<file path="src/rtl/instr_fetch_pkg.sv">
// rtl/instr_fetch_pkg.sv - shared widths and instruction-queue entry type for the fetch stage
package instr_fetch_pkg;
    localparam int XLEN = 64;
    localparam int ILEN = 32;

    typedef struct packed {
        logic [XLEN-1:0] pc;
        logic [ILEN-1:0] instr;
    } iq_entry_t;
endpackage

</file>
<file path="src/rtl/instr_fetch_if.sv">
// rtl/instr_fetch_if.sv - PC-generator, imem and decode handshakes of the fetch stage
interface instr_fetch_if;
    import instr_fetch_pkg::*;

    logic [XLEN-1:0] fetch_pc;
    logic            fetch_vaild;
    logic            fetch_ready;
    logic            flush;
    logic            imem_req_valid;
    logic [XLEN-1:0] imem_req_addr;
    logic            imem_req_ready;
    logic            imem_rsp_valid;
    logic [ILEN-1:0] imem_rsp_data;
    logic            instr_valid;
    logic [ILEN-1:0] instr;
    logic [XLEN-1:0] instr_pc;
    logic            instr_ready;
    logic            iq_full;
    logic            iq_empty;

    modport master (
        output fetch_pc, fetch_vaild, flush, imem_req_ready, imem_rsp_valid, imem_rsp_data, instr_ready,
        input  fetch_ready, imem_req_valid, imem_req_addr, instr_valid, instr, instr_pc, iq_full, iq_empty
    );

    modport slave (
        input  fetch_pc, fetch_vaild, flush, imem_req_ready, imem_rsp_valid, imem_rsp_data, instr_ready,
        output fetch_ready, imem_req_valid, imem_req_addr, instr_valid, instr, instr_pc, iq_full, iq_empty
    );
endinterface

</file>
<file path="src/rtl/instr_fetch_fifo.sv">
// rtl/instr_fetch_fifo.sv - power-of-two FIFO with flush; push and pop together are legal even when full
module instr_fetch_fifo #(
    parameter int WIDTH = 64,
    parameter int DEPTH = 4,
    localparam int AW = (DEPTH > 1) ? $clog2(DEPTH) : 1,
    localparam int CW = $clog2(DEPTH + 1)
) (
    input  logic             clk,
    input  logic             rst,
    input  logic             i_push,
    input  logic [WIDTH-1:0] i_data,
    input  logic             i_pop,
    input  logic             i_flush,
    output logic [WIDTH-1:0] o_data,
    output logic             o_full,
    output logic             o_empty,
    output logic [CW-1:0]    o_count
);
    localparam logic [AW-1:0] PTR_ONE = AW'(1);

    logic [WIDTH-1:0] r_mem [DEPTH];
    logic [AW-1:0]    r_wptr;
    logic [AW-1:0]    r_rptr;
    logic [CW-1:0]    r_count;

    always_ff @(posedge clk or posedge rst) begin
        if (rst) begin
            r_wptr  <= '0;
            r_rptr  <= '0;
            r_count <= '0;
        end else if (i_flush) begin
            r_wptr  <= '0;
            r_rptr  <= '0;
            r_count <= '0;
        end else begin
            if (i_push) r_wptr <= r_wptr + PTR_ONE;
            if (i_pop)  r_rptr <= r_rptr + PTR_ONE;
            r_count <= r_count + CW'(i_push) - CW'(i_pop);
        end
    end

    always_ff @(posedge clk) begin
        if (i_push && !i_flush) r_mem[r_wptr] <= i_data;
    end

    // Head reads as zero when empty so the outputs carry clean values out of reset
    assign o_empty = (r_count == '0);
    assign o_full  = (r_count == CW'(DEPTH));
    assign o_count = r_count;
    assign o_data  = o_empty ? '0 : r_mem[r_rptr];
endmodule

</file>
<file path="src/rtl/instr_fetch.sv">
// rtl/instr_fetch.sv - fetch stage: request register, in-flight PC FIFO, instruction queue.
// IFETCH_BYPASS_EN adds a zero-latency response-to-decode path when the IQ is empty.
module instr_fetch
    import instr_fetch_pkg::*;
#(
    parameter int IQ_DEPTH        = 4,
    parameter int MAX_OUTSTANDING = 2
) (
    input  logic         clk,
    input  logic         RST,
    instr_fetch_if.slave bus
);
    localparam int CW = $clog2(IQ_DEPTH + 1);
    localparam int SW = CW + 2;

    logic            r_req_valid;
    logic [XLEN-1:0] r_req_addr;
    logic [CW-1:0]   r_drop;

    logic            w_fetch_fire;
    logic            w_issue;
    logic            w_rsp;
    logic            w_pcf_pop;
    logic            w_keep;
    logic            w_iq_push;
    logic            w_iq_pop;
    logic            w_pcf_empty;
    logic            w_pcf_full;
    logic            w_iq_empty;
    logic            w_iq_full;
    logic [CW-1:0]   w_out_cnt;
    logic [CW-1:0]   w_out_next;
    logic [CW-1:0]   w_iq_cnt;
    logic [SW-1:0]   w_credit;
    logic [XLEN-1:0] w_rsp_pc;
    iq_entry_t       w_iq_in;
    iq_entry_t       w_iq_head;
    iq_entry_t       w_out_entry;

    assign w_issue   = r_req_valid & bus.imem_req_ready;
    assign w_rsp     = bus.imem_rsp_valid;
    assign w_pcf_pop = w_rsp & ~w_pcf_empty;
    assign w_credit  = SW'(r_req_valid) + SW'(w_out_cnt) + SW'(w_iq_cnt);

    // The credit term reserves an IQ slot for every request in REQ or in flight
    assign bus.fetch_ready = ~RST & ~bus.flush
                           & (~r_req_valid | bus.imem_req_ready)
                           & (w_out_cnt < CW'(MAX_OUTSTANDING))
                           & (w_credit < SW'(IQ_DEPTH));
    assign w_fetch_fire = bus.fetch_vaild & bus.fetch_ready;

    assign bus.imem_req_valid = r_req_valid;
    assign bus.imem_req_addr  = r_req_addr;

    always_ff @(posedge clk or posedge RST) begin
        if (RST) begin
            r_req_valid <= 1'b0;
            r_req_addr  <= '0;
        end else if (bus.flush) begin
            r_req_valid <= 1'b0;
        end else if (w_fetch_fire) begin
            r_req_valid <= 1'b1;
            r_req_addr  <= bus.fetch_pc;
        end else if (w_issue) begin
            r_req_valid <= 1'b0;
        end
    end

    // Responses still owed to pre-flush requests, including one issued in the flush cycle
    assign w_out_next = w_out_cnt + CW'(w_issue) - CW'(w_pcf_pop);

    always_ff @(posedge clk or posedge RST) begin
        if (RST) begin
            r_drop <= '0;
        end else if (bus.flush) begin
            r_drop <= w_out_next;
        end else if (w_rsp && r_drop != '0) begin
            r_drop <= r_drop - CW'(1);
        end
    end

    assign w_keep  = w_rsp & ~bus.flush & (r_drop == '0);
    assign w_iq_in = '{pc: w_rsp_pc, instr: bus.imem_rsp_data};

    // Sized by IQ_DEPTH: a request can issue the cycle after OUT reaches MAX_OUTSTANDING
    instr_fetch_fifo #(.WIDTH(XLEN), .DEPTH(IQ_DEPTH)) u_pc_fifo (
        .clk     (clk),
        .rst     (RST),
        .i_push  (w_issue),
        .i_data  (r_req_addr),
        .i_pop   (w_pcf_pop),
        .i_flush (1'b0),
        .o_data  (w_rsp_pc),
        .o_full  (w_pcf_full),
        .o_empty (w_pcf_empty),
        .o_count (w_out_cnt)
    );

    instr_fetch_fifo #(.WIDTH($bits(iq_entry_t)), .DEPTH(IQ_DEPTH)) u_iq (
        .clk     (clk),
        .rst     (RST),
        .i_push  (w_iq_push),
        .i_data  (w_iq_in),
        .i_pop   (w_iq_pop),
        .i_flush (bus.flush),
        .o_data  (w_iq_head),
        .o_full  (w_iq_full),
        .o_empty (w_iq_empty),
        .o_count (w_iq_cnt)
    );

`ifdef IFETCH_BYPASS_EN
    logic w_bypass;
    assign w_bypass        = w_keep & w_iq_empty;
    assign w_iq_push       = w_keep & ~(w_bypass & bus.instr_ready);
    assign w_iq_pop        = ~w_iq_empty & bus.instr_ready;
    assign bus.instr_valid = ~w_iq_empty | w_bypass;
    assign w_out_entry     = w_bypass ? w_iq_in : w_iq_head;
`else
    assign w_iq_push       = w_keep;
    assign w_iq_pop        = ~w_iq_empty & bus.instr_ready;
    assign bus.instr_valid = ~w_iq_empty;
    assign w_out_entry     = w_iq_head;
`endif

    assign bus.instr    = w_out_entry.instr;
    assign bus.instr_pc = w_out_entry.pc;
    assign bus.iq_full  = w_iq_full;
    assign bus.iq_empty = w_iq_empty;

    assert property (@(posedge clk) disable iff (RST) w_rsp |-> !w_pcf_empty);
    assert property (@(posedge clk) disable iff (RST) w_issue |-> (!w_pcf_full || w_pcf_pop));
endmodule

</file>
<file path="src/flat_wrapper.sv">
// flat-port wrapper written by rule: the top's interface ports become plain ports
module instr_fetch_flat import instr_fetch_pkg::*;
#(
    parameter int IQ_DEPTH        = 4,
    parameter int MAX_OUTSTANDING = 2
)
  (clk, RST, bus_fetch_pc, bus_fetch_vaild, bus_flush, bus_imem_req_ready, bus_imem_rsp_valid, bus_imem_rsp_data, bus_instr_ready, bus_fetch_ready, bus_imem_req_valid, bus_imem_req_addr, bus_instr_valid, bus_instr, bus_instr_pc, bus_iq_full, bus_iq_empty);
  instr_fetch_if bus_i ();
  input  logic clk;
  input  logic RST;
  input wire logic [$bits(bus_i.fetch_pc)-1:0] bus_fetch_pc;
  input wire logic [$bits(bus_i.fetch_vaild)-1:0] bus_fetch_vaild;
  input wire logic [$bits(bus_i.flush)-1:0] bus_flush;
  input wire logic [$bits(bus_i.imem_req_ready)-1:0] bus_imem_req_ready;
  input wire logic [$bits(bus_i.imem_rsp_valid)-1:0] bus_imem_rsp_valid;
  input wire logic [$bits(bus_i.imem_rsp_data)-1:0] bus_imem_rsp_data;
  input wire logic [$bits(bus_i.instr_ready)-1:0] bus_instr_ready;
  output wire logic [$bits(bus_i.fetch_ready)-1:0] bus_fetch_ready;
  output wire logic [$bits(bus_i.imem_req_valid)-1:0] bus_imem_req_valid;
  output wire logic [$bits(bus_i.imem_req_addr)-1:0] bus_imem_req_addr;
  output wire logic [$bits(bus_i.instr_valid)-1:0] bus_instr_valid;
  output wire logic [$bits(bus_i.instr)-1:0] bus_instr;
  output wire logic [$bits(bus_i.instr_pc)-1:0] bus_instr_pc;
  output wire logic [$bits(bus_i.iq_full)-1:0] bus_iq_full;
  output wire logic [$bits(bus_i.iq_empty)-1:0] bus_iq_empty;
  assign bus_i.fetch_pc = bus_fetch_pc;
  assign bus_i.fetch_vaild = bus_fetch_vaild;
  assign bus_i.flush = bus_flush;
  assign bus_i.imem_req_ready = bus_imem_req_ready;
  assign bus_i.imem_rsp_valid = bus_imem_rsp_valid;
  assign bus_i.imem_rsp_data = bus_imem_rsp_data;
  assign bus_i.instr_ready = bus_instr_ready;
  assign bus_fetch_ready = bus_i.fetch_ready;
  assign bus_imem_req_valid = bus_i.imem_req_valid;
  assign bus_imem_req_addr = bus_i.imem_req_addr;
  assign bus_instr_valid = bus_i.instr_valid;
  assign bus_instr = bus_i.instr;
  assign bus_instr_pc = bus_i.instr_pc;
  assign bus_iq_full = bus_i.iq_full;
  assign bus_iq_empty = bus_i.iq_empty;
  instr_fetch #(.IQ_DEPTH(IQ_DEPTH), .MAX_OUTSTANDING(MAX_OUTSTANDING)) u_core (.clk(clk), .RST(RST), .bus(bus_i));
endmodule
</file>
<file path="config.mk">
export PLATFORM = sky130hd
export DESIGN_NAME = instr_fetch_flat
export DESIGN_NICKNAME = d
export VERILOG_FILES = /design/src/rtl/instr_fetch_pkg.sv /design/src/rtl/instr_fetch_if.sv /design/src/rtl/instr_fetch_fifo.sv /design/src/rtl/instr_fetch.sv /design/src/flat_wrapper.sv
export SDC_FILE = /design/constraint.sdc
export NUM_CORES = 1
export LEC_CHECK = 0
export BUFFER_PORTS_ARGS = -buffer_cell sky130_fd_sc_hd__clkbuf_2
export CAP_MARGIN = 20
export CORE_MARGIN = 8
export CORE_UTILIZATION = 59
export CTS_CLUSTER_SIZE = 10
export DETAILED_ROUTE_END_ITERATION = 16
export MAX_ROUTING_LAYER = met4
export PLACE_DENSITY_LB_ADDON = 0.05
export SLEW_MARGIN = 20
export SYNTH_ARGS = -nofsm -noshare
export SYNTH_HDL_FRONTEND = slang
export SYNTH_SLANG_ARGS = --single-unit
</file>
<file path="constraint.sdc">
create_clock -name clk -period 4.3 [get_ports clk]
set_clock_uncertainty 0.2 [all_clocks]
set_input_delay 0.215 -clock clk [delete_from_list [all_inputs] [get_ports clk]]
set_output_delay 0.215 -clock clk [all_outputs]
set_load 0.01 [all_outputs]
</file>
Word level (Yosys, flattened, before mapping)
Memory sizes are Yosys's and may differ from the RTL's.
Cells that the tools add are included.
{ "word_totals": {"ff_bits": 82, "in_bits": 103, "ram_bits": 640, "mem_count": 2} }
{ "memory_table": {"columns": ["memory", "words", "word_bits", "read_ports", "rd_clocked_by_memory_dff", "wr", "line_no", "rtl"], "rows": [
  ["u_core.u_iq.r_mem", 4, 96, 1, 0, 1, "instr_fetch_fifo.sv:21", "logic [WIDTH-1:0] r_mem [DEPTH];"],
  ["u_core.u_pc_fifo.r_mem", 4, 64, 1, 0, 1, "instr_fetch_fifo.sv:21", null]
]} }
{ "op_classes": {"mux": 16, "order_cmp": 2, "n_addsub": 11, "bitwise": 16, "reduce_logical": 12, "n_eq_ne": 1} }
{ "ops": {"columns": ["op", "n"], "rows": [
  ["96-bit 2-to-1 mux", 1],
  ["64-bit 2-to-1 mux", 1],
  ["1-bit bitwise AND", 10],
  ["3-bit zero test", 3],
  ["3-bit 2-to-1 mux", 3],
  ["2-bit by 1-bit adder with 2-bit output (second input constant)", 4],
  ["2-bit 2-to-1 mux", 4],
  ["1-bit 2-to-1 mux", 7],
  ["3-bit by 1-bit adder with 3-bit output", 2],
  ["2-bit nonzero test", 3],
  ["3-bit nonzero test", 2],
  ["3-bit by 1-bit subtractor with 3-bit output", 2],
  ["5-bit by 3-bit adder with 5-bit output", 1],
  ["5-bit by 3-bit less-than comparator with 1-bit output (second input constant)", 1],
  ["1-bit inverter", 5],
  ["1-bit by 3-bit adder with 4-bit output", 1],
  ["3-bit equality test (second input constant)", 1],
  ["3-bit by 2-bit less-than comparator with 1-bit output (second input constant)", 1],
  ["3-bit by 1-bit subtractor with 3-bit output (second input constant)", 1],
  ["1-bit logical AND", 2],
  ["2-bit AND reduction", 1],
  ["1-bit zero test", 1],
  ["1-bit bitwise OR", 1]
]} }

Logic depth before layout (Yosys ltp)
{ "logic_depth": {"ltp_word": 8, "ltp_mapped": 10, "mapped_depth_nobuf": 10} }

Hierarchy
From an unflattened synthesis, not the netlist that was laid out.
{ "hier_totals": {"cells_unflattened": 1281, "hier_area_um2": 28109.5} }
{ "by_module_without_submodules": {"columns": ["module", "area_per_inst_um2", "n_inst", "cells_per_inst", "seq_area_each_um2"], "rows": [
  ["instr_fetch_fifo at u_core.u_iq", 14905.5, 1, 650, 11706.2],
  ["instr_fetch_fifo at u_core.u_pc_fifo", 10136.0, 1, 447, 7862.5],
  ["instr_fetch", 3067.9, 1, 184, 1701.6]
]} }

Worst setup path after synthesis
OpenSTA, ideal clock, no wires.
{ "synth_timing": {"kind": "register to register", "startpoint": "register u_core.r_drop[0]", "endpoint": "memory u_core.u_iq.r_mem[0][0] (netlist name) (enable)", "required_ns": 3.634, "stages_incl_launch_ff": 6, "setup_slack_ns": 0.427, "period_less_slack_ns": 3.873, "arrival_time_ns": 3.207, "setup_time_ns": 0.466, "path_cell_list": "dfrtp_1 -> inv_1 -> ha_1 -> nand3b_1 -> nor2_1 -> and2_1"} }
{ "synth_between": {"elab_chain_len": 5} }
{ "synth_lines": {"columns": ["element", "line_no", "rtl"], "rows": [
  ["start, declared", "instr_fetch.sv:18", "logic [CW-1:0] r_drop;"],
  ["start signal, assigned", "instr_fetch.sv:76", "r_drop <= w_out_next;"],
  ["start signal, assigned", "instr_fetch.sv:78", "r_drop <= r_drop - CW'(1);"],
  ["3-bit zero test", "instr_fetch.sv:82", "assign w_keep = w_rsp & ~bus.flush & (r_drop == '0);"],
  ["1-bit bitwise AND", "instr_fetch.sv:82", null],
  ["1-bit logical AND", "instr_fetch_fifo.sv:43", "if (i_push && !i_flush) r_mem[r_wptr] <= i_data;"],
  ["1-bit 2-to-1 mux", "instr_fetch_fifo.sv:43", null],
  ["1-bit 2-to-1 mux (not written as such)", "instr_fetch_fifo.sv:43", null],
  ["end, declared", "instr_fetch_fifo.sv:21", null]
]} }
Every way passes these cells.

Final worst setup path
{ "layout_timing": {"startpoint": "register u_core.u_iq.r_rptr[0]", "endpoint": "output bus_instr_pc[1]"} }
{ "layout_between": {"elab_chain_len": 2} }
{ "layout_lines": {"columns": ["element", "line_no", "rtl"], "rows": [
  ["start, declared", "instr_fetch_fifo.sv:23", "logic [AW-1:0] r_rptr;"],
  ["start signal, assigned", "instr_fetch_fifo.sv:37", "if (i_pop) r_rptr <= r_rptr + PTR_ONE;"],
  ["memory 4 x 96 bit", null, null],
  ["96-bit 2-to-1 mux", "instr_fetch_fifo.sv:50", "assign o_data = o_empty ? '0 : r_mem[r_rptr];"],
  ["end, declared", "flat_wrapper.sv:23", "output wire logic [$bits(bus_i.instr_pc)-1:0] bus_instr_pc;"]
]} }
Every way passes these cells.

==> metrics.md <==
| Metric | Value |
|---|---|
| Reg2Reg Launch Point | u_core.bus.imem_req_valid |
| Placement Setup Slack | approximately 1400 ps |
| Detail Route Antenna Nets | 0 |
| Leakage power figure | between 10 and 15 nW |
| WL final | 56300 um |
| Drt first pass iters | 5 |
| Pwr dens | approximately 640 mW/mm^2 |
| Die span in x | ~230 um |
| Async S/R FF share, synth | 11.4% |
| Register bit count reported by yosys | 722 |
| Unique masters post-synth | 31 |
| Post-Syn Area | roughly 0.028 mm^2 |
| Worst-path fanout max | 36 |
| Crit Path Class | flip-flop to primary output |
| Final setup margin | about 1100 ps |
| Worst slew margin | approximately 44% |
| Fraction of layout cells with a size suffix above 1 | 35.8% |
| Rows | a little under 80 |
| Syn. warnings | 0 |
| DRT iter0 DRCs | approximately 860 |
| Synthesized area per cell | between 20 and 25 um^2 |
| Tmin final | ~3200 ps |
| Die Height | between 200 and 250 um |
| Worst-Margin Slew | 833 ps |
| Area grow syn2layout | 20.1% |
| Total gr overflow | 0 |
| Slowest CP cell | dfrtp_4 |
| Crit path max-delay family | flip-flops |
| Area leader, netlist | edfxtp_1 |
| Element type at the critical path end | primary output |
| HPWL after DPL | 33300 um |
| Yosys top cell area share | 69.0% |
| DRC Markers | 0 |
| Tcrit/Tclk final | 74.7% |
| Vias | 13400 |
| Cells along the critical path | buf_12 -> mux4_2 -> and2_1 -> clkbuf_2 |
| Number of max-cap violations | 0 |
| Core area | between 0.04 and 0.05 mm^2 |
| Synth area leaders | edfxtp_1 69%, mux4_2 13%, dfrtp_1 7.4% |
| Clock buffer count from CTS | between 80 and 90 |
| GRT Overall Usage | 21.7% |
| Max Root-Sink Buffers | 3 |
| Syn nets | ~1400 |
| CP Data Arrival Time | ~2800 ps |
| Register area share after synthesis | around 76% |
| Layout Nets | ~1800 |
| Commonest cells in the synthesized netlist | 640 x edfxtp_1, 166 x and2_1, 160 x mux4_2, 82 x dfrtp_1, 49 x mux2_4 |
| Skew-Pair Late Insertion Delay | approximately 600 ps |
| H-tree levels | 3 |
| Sink Count | roughly 720 |
| Initial antenna violation count | 1 |
| Slew Limit Fails | 0 |
| Final Setup Violations | 0 |
| Ys flop type | edfxtp_1 |
| Die footprint | between 0.05 and 0.06 mm^2 |
| Number of failing hold endpoints at the final stage | 0 |
| I/O pin count | 268 |
| Avg WL per Cell | 23.8 um |
| RSZ-0062 raised after global routing | no |
| EDFF count, synth | between 600 and 700 |
| Global-route wire length before repair | slightly below 90000 um |
| Clk root buf | clkbuf_16 |
| WP buf/inv | 2 |
| Filler cells | 2840 |
| Initial Util | between 50% and 60% |
| Port Buffers | 267 |
| Postcts setup bufs | 0 |
| Synthesized netlist cell count | 1267 |
| Clock slew at reported path FFs | 60 ps |
| Achievable frequency | a little over 300 MHz |
| Crit path launch type | flip-flop |
| Status | finished clean |
| TritonCTS clock tree | yes |
| Largest net degree at the start of global routing | 70 |
| CP peak stage delay | between 900 and 1000 ps |
| CP required | between 3000 and 4000 ps |
| Vias in the first global route | approximately 15000 |
| Peak VDD IR | 0.000511 V |
| DR vias/cell | ~5.6 |
| Setup crit start | u_core.u_iq.r_rptr[0] |
| Post-route setup TNS | 0 ps |
| Min-delay worst type | input pin to async pin |
| Most frequent cell after synthesis | edfxtp_1 |
| Final Wtd Congestion | about 0.71 |
-- kinds of logic (layout without fill, tap and decap cells) --
family	Yosys count	after routing	share of synthesized area, %
XOR/XNOR	12	12	0.377
multiplexers	227	227	16.3
AO/OA/AOI/OAI	5	5	0.103
other	0	1	0
adder cells (fa/ha/maj)	22	22	1.04
flip-flops	722	722	76.3
buffers and inverters	81	573	1.48
AND/OR/NAND/NOR	198	198	4.39
-- stage by stage --
stage | util, % | cell area (um^2) | hold WS, ps | std cells | power [mW]
4_1_cts | 71.9 | 33500 | 96.7 | 2366 | 21.8
3_5_place_dp | 64.5 | 30000 | 178 | 2111 | 15.4
2_1_floorplan | - | 27900 | 80.6 | 1267 | 13.2
6_report | 71.9 | 33500 | 133 | 2367 | 21.5
3_3_place_gp | 64.5 | 30000 | 175 | 2111 | 15.2
5_1_grt | 71.9 | 33500 | 169 | 2367 | 22.5
-- path summary, 6_finish.rpt --
check                           slack, ps                            to  depth (start not counted)
max in group asynchronous            2820  u_core.bus.imem_req_addr[38]                          4
worst min register to register        340    u_core.u_pc_fifo.r_wptr[0]                          1
worst min-delay path                  130         u_core.u_iq.r_rptr[1]                          3
worst max register to register       1390  u_core.bus.imem_req_addr[38]                          9
min in group clk                      180  u_core.bus.imem_req_addr[15]                          3
worst max-delay path                 1090               bus_instr_pc[1]                          4
-- final cells by class --
class	count	area, um^2	area share (%)
diodes	1	2.50	0.00747
flip-flops and latches	722	21300	63.6
clock inverters	3	42.5	0.127
well taps	607	759	2.27
repair buffers	401	2690	8.02
inverters	19	73.8	0.220
clock buffers	150	2410	7.21
multi-input cells	464	6220	18.6
-- what timing repair did --
item,CTS,global route
hold buffers,102,0
endpoints found under the hold margin,254,0
resized for setup,0,0
-- layout by cell type, fill, tap and decap left out, types with 5 or more instances in the layout --
cell	synthesis	layout
edfxtp_1	640	640
clkbuf_2	0	267
and2_1	166	162
mux4_2	160	160
dlygate4sd3_1	0	102
clkbuf_16	0	87
dfrtp_1	82	78
clkbuf_1	27	63
mux2_4	49	49
buf_4	4	25
ha_1	20	20
inv_1	19	18
mux2_2	16	16
nand2_1	7	7
xnor2_1	7	7
buf_12	0	7
nor2_1	6	6
xor2_1	5	5
-- routing by layer --
metal,GRT usage (%),wire [um],vias to the layer above
met5,-,0,-
met3,3.72,3010,74
met1,28.5,24000,6996
met4,6.43,1200,0
li1,-,-,5912
met2,35.1,28100,376
-- report_power, final --
group          leakage (nW)  switching (mW)  total [mW]  internal, mW
combinational          4.07            2.77        5.45          2.68
clock                  1.17            2.53        6.35          3.82
sequential             6.83           0.823        9.74          8.92
total                  12.1            6.13        21.5          15.4
-- flip-flops by register name, indices dropped and copies added (netlist names) --
register	cells
u_core.u_pc_fifo.r_rptr	2
u_core.u_iq.o_count	3
u_core.u_iq.r_rptr	2
u_core.u_iq.r_wptr	2
u_core.u_iq.r_mem	384
u_core.bus.imem_req_valid	1
u_core.r_drop	3
u_core.u_pc_fifo.o_count	3
u_core.u_pc_fifo.r_mem	256
u_core.u_pc_fifo.r_wptr	2
u_core.bus.imem_req_addr	64
-- worst reg2reg max path: stages, from the launching register on --
cell,delay (ps)
dfrtp_1,460
ha_1,270
ha_1,190
xor2_1,140
ha_1,280
nor4_1,50
nand2_1,60
nand4b_4,130
buf_4,540
mux2_2,490
No activity file was read; power rests on OpenSTA's default activity.
